`src/rtl/conv3x3_frame.sv`:
```
// Frame-aware dual-kernel 3x3 convolution over a raster pixel stream.
// Emits one saturated result per interior pixel, flagging the last result of each frame.
module conv3x3_frame #(
  parameter int unsigned linewidth_px_p = 16,
  parameter int unsigned height_px_p    = 16,
  parameter int unsigned in_width_p     = 8,
  parameter int unsigned out_width_p    = 16
) (
  input  logic                          clk_i,
  input  logic                          reset_i,
  input  logic                          valid_i,
  output logic                          ready_o,
  input  logic [in_width_p-1:0]         data_i,
  input  logic [0:8][2:0]               weights_x_i,
  input  logic [0:8][2:0]               weights_y_i,
  input  logic [1:0]                    mode_i,
  output logic                          valid_o,
  input  logic                          ready_i,
  output logic signed [out_width_p-1:0] data_o,
  output logic                          last_o,
  output logic                          busy_o
);

  localparam int unsigned IntW  = in_width_p + 6;
  localparam int unsigned SumW  = IntW + 1;
  localparam int unsigned WideW = (SumW > out_width_p) ? SumW : out_width_p;
  localparam int unsigned ColW  = (linewidth_px_p > 1) ? $clog2(linewidth_px_p) : 1;
  localparam int unsigned RowW  = (height_px_p > 1) ? $clog2(height_px_p) : 1;

  localparam logic signed [WideW-1:0] SatMax =
    $signed({{(WideW - out_width_p + 1){1'b0}}, {(out_width_p - 1){1'b1}}});
  localparam logic signed [WideW-1:0] SatMin =
    $signed({{(WideW - out_width_p + 1){1'b1}}, {(out_width_p - 1){1'b0}}});

  logic [ColW-1:0]       col_q;
  logic [RowW-1:0]       row_q;
  logic                  busy_q;
  logic [1:0]            mode_q;
  logic [0:8][2:0]       wx_q, wy_q;
  logic                  valid_q, last_q;
  logic signed [out_width_p-1:0] data_q;

  logic [in_width_p-1:0] lb1_mem [linewidth_px_p];
  logic [in_width_p-1:0] lb2_mem [linewidth_px_p];
  logic [in_width_p-1:0] lb1_out, lb2_out;

  // Two stored columns; the third (newest) column comes straight from the inputs.
  logic [in_width_p-1:0] win_q [3][2];
  logic [in_width_p-1:0] cur   [3][3];

  logic accept, at_origin, col_end, row_end, frame_end, produce;

  logic signed [IntW-1:0]  px, gx, gy, ax, ay;
  logic signed [SumW-1:0]  res;
  logic signed [WideW-1:0] res_wide;
  logic signed [out_width_p-1:0] res_sat;

  assign ready_o   = ~valid_q | ready_i;
  assign accept    = valid_i & ready_o;
  assign at_origin = (col_q == '0) && (row_q == '0);
  assign col_end   = (col_q == ColW'(linewidth_px_p - 1));
  assign row_end   = (row_q == RowW'(height_px_p - 1));
  assign frame_end = col_end & row_end;
  assign produce   = (row_q >= RowW'(2)) && (col_q >= ColW'(2));

  assign valid_o = valid_q;
  assign data_o  = data_q;
  assign last_o  = last_q;
  assign busy_o  = busy_q;

  assign lb1_out = lb1_mem[col_q];
  assign lb2_out = lb2_mem[col_q];

  // Line-buffer RAM is deliberately left unreset; rows < 2 never produce output.
  always_ff @(posedge clk_i) begin
    if (accept) begin
      lb1_mem[col_q] <= data_i;
      lb2_mem[col_q] <= lb1_out;
    end
  end

  always_comb begin
    for (int r = 0; r < 3; r++) begin
      cur[r][0] = win_q[r][0];
      cur[r][1] = win_q[r][1];
    end
    cur[0][2] = lb2_out;
    cur[1][2] = lb1_out;
    cur[2][2] = data_i;
  end

  always_comb begin
    px = '0;
    gx = '0;
    gy = '0;
    for (int r = 0; r < 3; r++) begin
      for (int c = 0; c < 3; c++) begin
        px = $signed({{(IntW - in_width_p){1'b0}}, cur[r][c]});
        gx = gx + px * IntW'($signed(wx_q[r*3+c]));
        gy = gy + px * IntW'($signed(wy_q[r*3+c]));
      end
    end
    ax = (gx < 0) ? -gx : gx;
    ay = (gy < 0) ? -gy : gy;
    unique case (mode_q)
      2'd1:    res = SumW'(ax) + SumW'(ay);
      2'd2:    res = (ax > ay) ? SumW'(ax) : SumW'(ay);
      default: res = SumW'(gx);
    endcase
    res_wide = WideW'(res);
    if (res_wide > SatMax) begin
      res_sat = out_width_p'(SatMax);
    end else if (res_wide < SatMin) begin
      res_sat = out_width_p'(SatMin);
    end else begin
      res_sat = out_width_p'(res_wide);
    end
  end

  always_ff @(posedge clk_i or posedge reset_i) begin
    if (reset_i) begin
      col_q   <= '0;
      row_q   <= '0;
      busy_q  <= 1'b0;
      mode_q  <= '0;
      wx_q    <= '0;
      wy_q    <= '0;
      valid_q <= 1'b0;
      last_q  <= 1'b0;
      data_q  <= '0;
      for (int r = 0; r < 3; r++) begin
        win_q[r][0] <= '0;
        win_q[r][1] <= '0;
      end
    end else begin
      if (accept) begin
        for (int r = 0; r < 3; r++) begin
          win_q[r][0] <= cur[r][1];
          win_q[r][1] <= cur[r][2];
        end
        if (col_end) begin
          col_q <= '0;
          row_q <= row_end ? '0 : row_q + RowW'(1);
        end else begin
          col_q <= col_q + ColW'(1);
        end
        if (frame_end) begin
          busy_q <= 1'b0;
        end else if (at_origin) begin
          busy_q <= 1'b1;
        end
        if (at_origin) begin
          mode_q <= mode_i;
          wx_q   <= weights_x_i;
          wy_q   <= weights_y_i;
        end
      end
      // Single-entry elastic output: a new result may replace one being consumed.
      if (accept && produce) begin
        valid_q <= 1'b1;
        data_q  <= res_sat;
        last_q  <= frame_end;
      end else if (ready_i) begin
        valid_q <= 1'b0;
        last_q  <= 1'b0;
      end
    end
  end

endmodule

```
`config.mk`:
```
export PLATFORM = sky130hd
export DESIGN_NAME = conv3x3_frame
export DESIGN_NICKNAME = d
export VERILOG_FILES = /design/src/rtl/conv3x3_frame.sv
export SDC_FILE = /design/constraint.sdc
export NUM_CORES = 2
export LEC_CHECK = 0
export BUFFER_PORTS_ARGS = -buffer_cell sky130_fd_sc_hd__buf_2
export CAP_MARGIN = 20
export CORE_MARGIN = 1.5
export CORE_UTILIZATION = 45
export CTS_CLUSTER_DIAMETER = 60
export DETAILED_ROUTE_END_ITERATION = 6
export GPL_TIMING_DRIVEN = 0
export PLACE_DENSITY = 0.73
export SYNTH_ARGS = -nofsm -noshare
export SYNTH_HDL_FRONTEND = slang
export SYNTH_SLANG_ARGS = --single-unit
```
`constraint.sdc`:
```
create_clock -name clk_i -period 19.7 [get_ports clk_i]
set_clock_uncertainty 0.1 [all_clocks]
set_input_delay 0.985 -clock clk_i [delete_from_list [all_inputs] [get_ports clk_i]]
set_output_delay 0.985 -clock clk_i [all_outputs]
set_load 0.005 [all_outputs]
```
==> results_dict.tcl <==
set metrics [dict create \
    finalHoldViolCount 0 \
    grt_usage_pct 24.4 \
    maxCapViolCount 0 \
    grt_pass1_wl_um 135000 \
    routabilityCongestion 0.967 \
    fin_crit_ns 13.40 \
    worst_pin_slew_ns 1.02 \
    rows 98 \
    synth.avg_cell_area_sq_um 11.4 \
    post-route-drc-count 5 \
    period_share_pct 68.0 \
    syn-instance-count 2870 \
    die-area_sq_mm 0.0742 \
    cp-start-kind "flip-flop" \
    endpoint_kind "flip-flop" \
    grt_pass1_vias 22106 \
    worst_path_largest_cell_delay_ns 0.77 \
    root_buffer "clkbuf_16" \
    fmax_mhz 74.7 \
    multi_input_area_sq_mm 0.0194 \
    cts_setup_buffers 0 \
    final_common_cell "inv_1" \
    hold_buffers 0 \
    cts_made_buffers 46 \
    timing.hold.ws_ns 0.354 \
    cts_sinks 386 \
    cts-resized-gates 0 \
    slew-limit-headroom_pct 31.8 \
    htreeDepth 2 \
    hp-class "in -> async" \
    yosysUniqueCellTypes 78 \
    cp_max_fo 23 \
    ant_nets 0 \
    failed_checks "design-rule violations" \
    ys_seq_elements 386 \
    core_area_sq_mm 0.0716 \
    syn_area_sq_mm 0.0327 \
    die_h_um 272 \
    layout_common_cells "548 x inv_1, 445 x fa_1, 418 x nand2_1" \
    tns_ns 0 \
    wl_per_cell_um 21.9 \
    seq_area_frac_synth_pct 33.5 \
    rr_endpoint "data_o[14]" \
    via_count 21780 \
    reg2reg_from "col_q[0]" \
    area_growth_pct 11.4 \
    final_nets 3718 \
    first_pass_iters 7 \
    slew_violations 0 \
    io_buffers 87 \
    globalRoute.totalOverflow 0 \
    cpMostUsedCell "fa_1" \
    grt_max_degree 71 \
    insertion_delay_ns 0.64 \
    crit_arrival_ns 13.79 \
    synthFlopType "edfxtp_1" \
    ioPinCount 88 \
    drt-vias-per-instance 5.42 \
    critPathRequiredTime_ns 20.10 \
    n_fill_cell 6193 \
    drive_gt1_share_pct 11.4 \
    slowest_stage "mux4_2" \
    synth_edf_count 256 \
    finalSetupViolCount 0 \
    async_reset_ff_share_pct 33.7 \
    clk_pin_slew_ns 0.07 \
    cts_tree "yes" \
    r2r_setup_slack_ns 6.30 \
    hpwlAfterDp_um 68200 \
    syn_nets 3560 \
    rsz0062_at_grt "no" \
    design_area_sq_mm 0.0364 \
    die_x_um 272 \
    crit_type "reg -> reg" \
    outcome "complete, but fails checks" \
    fin_util_pct 50.8 \
    place_area_sq_mm 0.0346 \
    dr.first_iter.drc_count 1908 \
    reg2regPathDepth 38 \
    drt-total-wl_um 88200 \
    antenna_found_initial 3 \
    yosys_warnings 0 \
    clockBufferDepth 3 \
    seq_area_sq_mm 0.0109 \
    start_util_pct 45.6 \
]
## cells by family (layout without fill, tap and decap cells)
kind of cell / after synthesis / after routing / synth area share (%)
AOI/OAI and AO/OA: 206 / 206 / 4.27
and+or+nand+nor: 804 / 804 / 11.4
muxes: 122 / 122 / 6.85
other: 0 / 5 / 0
adders and majority gates: 625 / 625 / 34.2
xor gates and xnor gates: 88 / 88 / 2.41
buffers and inverters: 639 / 834 / 7.39
DFF: 386 / 386 / 33.5
## stage by stage
step,setup WS [ns],std cells
finish,6.30,4020
global route,5.55,4016
CTS,6.27,4012
detailed placement,6.42,3927
global placement,6.57,3907
floorplan,8.43,2870
## synth_stat cells, drive strengths merged, types with 38 or more instances
master | count | share of area, %
dfrtp | 130 | 10
a21oi | 62 | 0.96
nand2 | 418 | 4.8
edfxtp | 256 | 24
xnor2 | 66 | 1.8
nand2b | 113 | 2.2
fa | 445 | 27
mux2 | 38 | 1.3
ha | 177 | 6.8
clkbuf | 63 | 0.72
mux4 | 77 | 5.3
inv | 550 | 6.3
o21ai | 49 | 0.77
nor2 | 96 | 1.1
and2 | 102 | 2.0
## routing by layer
| metal | vias up | routed length [um] | global-route usage (%) |
|---|---|---|---|
| li1 | 9447 | - | - |
| met4 | 4 | 3400 | 8.85 |
| met5 | - | 20 | 0 |
| met3 | 168 | 9340 | 6.76 |
| met1 | 11063 | 35600 | 33.3 |
| met2 | 1098 | 39800 | 37.4 |
## state kept, by name (all words and copies together) (netlist names), 2 cells and up
name,cells
lb1_mem,128
lb2_mem,128
cur,48
wx_q,27
wy_q,27
data_o,15
col_q,4
row_q,4
mode_q,2
## worst max-delay path: cells and delay by family (launching register included)
kind | cells | cell delay (ns)
xor gates and xnor gates | 2 | 0.65
muxes | 2 | 1.41
DFF | 1 | 0.41
AOI/OAI and AO/OA | 15 | 3.34
adders and majority gates | 10 | 4.48
buffers and inverters | 7 | 2.50
and+or+nand+nor | 2 | 0.40
## worst max-delay path by stage
stage / start / to / slack (ns)
final: col_q[0] / data_o[14] / 6.30
after detailed placement: col_q[0] / data_o[4] / 6.42
after CTS: col_q[0] / data_o[4] / 6.27
after global placement: col_q[0] / data_o[4] / 6.57
after floorplan: col_q[0] / data_o[14] / 8.43
after global routing: col_q[0] / data_o[4] / 5.55
## final cells by class
cell class / instances / area share (%)
multi-input combinational: 1845 / 53.2
sequential: 386 / 30.1
inverter: 550 / 5.69
tap: 950 / 3.27
clock buffer: 50 / 3.23
timing repair buffer: 110 / 2.09
clock inverter: 35 / 1.43
buffer: 89 / 0.956
antenna: 5 / 0.0344
Power is left out: the tool's default activity adds up to more than one toggle a clock period on the data nets, which glitch-free logic cannot reach.
